--- src/rtl/demux_sel_sequencer.sv ---
// Select/enable sequencer for a 1-to-8 demux: walks S over the enabled channels,
// holding each for a programmable dwell, in one-shot or continuous mode.
module demux_sel_sequencer #(
    parameter int DWELL_W = 8
) (
    input  logic               CLK,
    input  logic               RST,
    input  logic               START,
    input  logic               ABORT,
    input  logic               MODE,
    input  logic [7:0]         CH_MASK,
    input  logic [DWELL_W-1:0] DWELL,
    input  logic               D_IN,
    output logic               D,
    output logic [2:0]         S,
    output logic               E,
    output logic               BUSY,
    output logic               DONE
);

    typedef enum logic {
        IDLE = 1'b0,
        SCAN = 1'b1
    } state_t;

    state_t             state;
    logic [7:0]         mask_q;
    logic [DWELL_W-1:0] dwell_q;
    logic               mode_q;
    logic [DWELL_W-1:0] cnt;
    logic [DWELL_W-1:0] dwell_last;
    logic               nxt_valid;
    logic [2:0]         nxt_ch;

    function automatic logic [2:0] lowest_bit(input logic [7:0] m);
        lowest_bit = 3'd0;
        for (int i = 7; i >= 0; i--) begin
            if (m[i]) lowest_bit = 3'(i);
        end
    endfunction

    // A latched dwell of zero behaves as one cycle per channel.
    assign dwell_last = (dwell_q == '0) ? '0 : dwell_q - 1'b1;

    // NOTE: every always_comb output gets a default first so no path leaves it unassigned (no latch).
    always_comb begin
        nxt_valid = 1'b0;
        nxt_ch    = 3'd0;
        for (int i = 7; i >= 0; i--) begin
            if (mask_q[i] && (3'(i) > S)) begin
                nxt_valid = 1'b1;
                nxt_ch    = 3'(i);
            end
        end
    end

    assign D = D_IN & E;

    // NOTE: sequential state uses non-blocking assignments so all registers update together.
    always_ff @(posedge CLK or posedge RST) begin
        if (RST) begin
            state   <= IDLE;
            mask_q  <= '0;
            dwell_q <= '0;
            mode_q  <= 1'b0;
            cnt     <= '0;
            S       <= 3'd0;
            E       <= 1'b0;
            BUSY    <= 1'b0;
            DONE    <= 1'b0;
        end else begin
            DONE <= 1'b0;
            case (state)
                IDLE: begin
                    if (START && !ABORT) begin
                        if (CH_MASK != 8'd0) begin
                            mask_q  <= CH_MASK;
                            dwell_q <= DWELL;
                            mode_q  <= MODE;
                            S       <= lowest_bit(CH_MASK);
                            E       <= 1'b1;
                            BUSY    <= 1'b1;
                            cnt     <= '0;
                            state   <= SCAN;
                        end else begin
                            DONE <= 1'b1;
                        end
                    end
                end
                SCAN: begin
                    if (ABORT) begin
                        E     <= 1'b0;
                        BUSY  <= 1'b0;
                        S     <= 3'd0;
                        cnt   <= '0;
                        state <= IDLE;
                    end else if (cnt == dwell_last) begin
                        cnt <= '0;
                        if (nxt_valid) begin
                            S <= nxt_ch;
                        end else if (mode_q) begin
                            S <= lowest_bit(mask_q);
                        end else begin
                            E     <= 1'b0;
                            BUSY  <= 1'b0;
                            DONE  <= 1'b1;
                            S     <= 3'd0;
                            state <= IDLE;
                        end
                    end else begin
                        cnt <= cnt + 1'b1;
                    end
                end
                default: state <= IDLE;
            endcase
        end
    end

endmodule

--- config.mk ---
export PLATFORM = sky130hd
export DESIGN_NAME = demux_sel_sequencer
export DESIGN_NICKNAME = d
export VERILOG_FILES = /design/src/rtl/demux_sel_sequencer.sv
export SDC_FILE = /design/constraint.sdc
export NUM_CORES = 1
export LEC_CHECK = 0
export BUFFER_PORTS_ARGS = -buffer_cell sky130_fd_sc_hd__buf_2
export CORE_MARGIN = 3
export CORE_UTILIZATION = 40
export CTS_CLUSTER_SIZE = 16
export DETAILED_ROUTE_END_ITERATION = 10
export PLACE_DENSITY = 0.64
export SYNTH_ARGS = -nofsm -noshare
export SYNTH_HDL_FRONTEND = slang
export SYNTH_SLANG_ARGS = --single-unit
--- constraint.sdc ---
create_clock -name CLK -period 3 [get_ports CLK]
set_input_delay 0 -clock CLK [delete_from_list [all_inputs] [get_ports CLK]]
set_output_delay 0 -clock CLK [all_outputs]
set_load 0.02 [all_outputs]
==> metrics.txt <==
VDD IR-drop max=0.297 mV; share of the synthesized area in the top cell type=36.0%; min Tclk post-route=2.85 ns; Arr. time, crit path=3.02 ns; CP required=3.17 ns; dpl cell area=0.00233 sq mm; Post-Syn Area=0.00216 sq mm; FF-to-FF path depth=9; Crit path max-delay family=simple AND/OR/NAND/NOR gates; Antenna Violating Nets Remaining=0; final setup vio count=0; area leader, netlist=dfrtp_1; port bufs=28; sequential share of the synthesized area=36.0%; H-Tree Depth=2; status=finished, final reports clean; Largest stage delay, worst path=0.42 ns; Starting Density=41.7%; final worst-path cycle share=94.9%; Post-synth ARST share=100%; post-CTS setup buffer count=0; Die H=79.4 um; RSZ-0062 raised after global routing=no; DRC violation count after routing=0; core area=0.00517 sq mm; drt total wl=5220 um; fin area=0.00257 sq mm; CTS tree=yes; gr usage total=17.5%; largest net degree at the start of global routing=32; pwr dens=576 mW/mm^2; most common cell in the netlist=dfrtp_1; worst slew pin tran=0.858 ns; kind of critical path=flip-flop to flip-flop; R2R Setup Slk=0.15 ns; setup ws final=0.153 ns; Post-Place Cells=344; vias per cell=5.43; I/O pins=29; area grow syn2layout=19.3%; EDFF count, synth=0; pre-CTS WS=0.0223 ns; most frequent cells after synthesis=dfrtp_1 (31), nand2_1 (26), o21ai_0 (23); skew final=0.0137 ns; Hold Path Sink=mask_q[5]$_DFFE_PP0P_; Inserted Diodes=0; CP max stage cell=dfrtp_1; critical path startpoint category=flip-flop; most used cell, CP=or3b_1; initial DRC count=169; clk buf depth=2; CTS Sinks=31; DRT Pass-1 Iters=4; fraction of layout cells with a size suffix above 1=19.7%; FP Rows=26; WHS Path Cells=2; crit path cell chain=inv_1 -> ha_1 -> or3b_1 -> o31a_1 -> or3_1 -> o211ai_2 -> nand4_4 -> or3b_1 -> and3_1; max-slew violations=0; Buf/Inv on CP=1; multi-input logic area=0.00128 sq mm; Slew HR=42.8%; setup total negative slack=0 ns; filler cell count=503; yosys warns=0; die area=0.00631 sq mm; Net count, final=318; GP Congestion=0.831; top cells by area, synth=dfrtp_1 (36%), mux2_2 (6.8%), o21ai_0 (5.3%), nand2_1 (4.5%), nor2_1 (3.8%); Reg area=776 sq um; Routed WL per cell=14.3 um; Clk pin slew, worst setup/hold paths=0.07 ns; Fin. Hold Viols=0; Yosys cell types=50; gr ovfl total=0; post-synthesis register bit count=31; Syn Area/Cell=8.39 sq um; achievable frequency=351 MHz; via count=1975; Worst Path Max Fanout=13; global-route wire length before repair=8690 um; Post-DP HPWL=3670 um; Cells after Synth=257; worst hold path startpoint=CH_MASK[5]; r2r endpoint=S[2]$_DFFE_PP0P_; initial antenna violation count=0; Clock Latency Late Sink=0.29 ns; TritonCTS Buffers=5; Die X=79.4 um; Post-synth top flop=dfrtp_1; worst min-delay path class=input pin to flip-flop; Root Buffer=clkbuf_8; static power due to leakage=1.08 nW; Max Cap Violations=0; r2r startpoint=dwell_q[0]$_DFFE_PP0P_; post-route non-filler standard cell count=364; Syn Nets=281; vias in the first global route=1750; Critical Path End Type=flip-flop
flip-flops by register name (all words and copies together) (netlist names):
| register | count |
|---|---|
| cnt | 8 |
| dwell_q | 8 |
| mask_q | 8 |
| S | 3 |
| BUSY | 1 |
| DONE | 1 |
| mode_q | 1 |
| state | 1 |
cells by family (layout without fill, tap and decap cells):
kind of cell,count (synthesis),after routing,synth area share (%)
simple gates,103,103,25.2
compound gates,72,72,21.3
flops,31,31,36.0
buf+inv,26,63,5.40
mux,14,14,7.25
xor+xnor,9,9,3.66
fa+ha+maj,2,2,1.16
routing by layer:
metal	track usage, %	vias up	part of all wire [%]
met5	0	-	0
met4	4.98	0	0.59
met3	4.74	6	6.5
met2	24.2	60	43
met1	26.3	911	50
li1	-	998	-
how the worst max path moves through the flow:
stage	slack (ns)	start	depth (start not counted)	end
after floorplan	0.43	dwell_q[0]$_DFFE_PP0P_	10	S[0]$_DFFE_PP0P_
after global placement	0.21	dwell_q[0]$_DFFE_PP0P_	9	BUSY$_DFFE_PP0P_
after detailed placement	0.02	dwell_q[0]$_DFFE_PP0P_	9	BUSY$_DFFE_PP0P_
after CTS	0.04	dwell_q[0]$_DFFE_PP0P_	9	state$_DFF_PP0_
after global routing	0.01	dwell_q[0]$_DFFE_PP0P_	9	S[2]$_DFFE_PP0P_
final	0.15	dwell_q[0]$_DFFE_PP0P_	9	S[2]$_DFFE_PP0P_
cells in the final DEF (no fill, tap or decap), types with 6 or more instances in the layout:
| cell | n |
|---|---|
| nor2_1 | 22 |
| o21ai_0 | 23 |
| dfrtp_1 | 31 |
| buf_2 | 28 |
| nand3_1 | 7 |
| inv_1 | 12 |
| a21oi_1 | 15 |
| clkbuf_8 | 6 |
| mux2_2 | 13 |
| nor3_1 | 12 |
| dlygate4sd3_1 | 13 |
| nand2_1 | 26 |
repair_timing:
| action | 4_1_cts | 5_1_grt |
|---|---|---|
| hold endpoints to repair | 42 | 1 |
| gates resized for setup | 0 | 3 |
| hold buffers | 12 | 1 |
| endpoints found under the setup margin | 0 | 8 |
cell type report:
| class | instances | share of cell area, % |
|---|---|---|
| clock inverters | 1 | 0.195 |
| multi-input cells | 200 | 49.9 |
| repair buffers | 44 | 11.4 |
| inverters | 12 | 1.75 |
| well taps | 70 | 3.41 |
| flip-flops and latches | 31 | 30.2 |
| clock buffers | 6 | 3.21 |
worst register-to-register path, cell delays in order, from the launching register on:
cell	delay [ns]
dfrtp_1	0.42
inv_1	0.09
ha_1	0.26
or3b_1	0.41
o31a_1	0.26
or3_1	0.38
o211ai_2	0.11
nand4_4	0.25
or3b_1	0.43
and3_1	0.14
report_power, final:
| group | internal (W) | switching (W) |
|---|---|---|
| logic | 0.000235 | 0.000293 |
| clock network | 0.000180 | 0.000156 |
| registers | 0.000488 | 0.000129 |
| total | 0.000903 | 0.000578 |
per-stage QoR:
stage | util, % | hold WS, ns | power, W
after floorplan | - | 0.104 | 0.000994
after global placement | 45.1 | 0.0978 | 0.00111
after detailed placement | 45.1 | 0.105 | 0.00112
after CTS | 49.2 | 0.00193 | 0.00147
after global routing | 49.7 | 0.00348 | 0.00159
final | 49.7 | 0.00455 | 0.00148
Power figures use the tool's default switching activity.
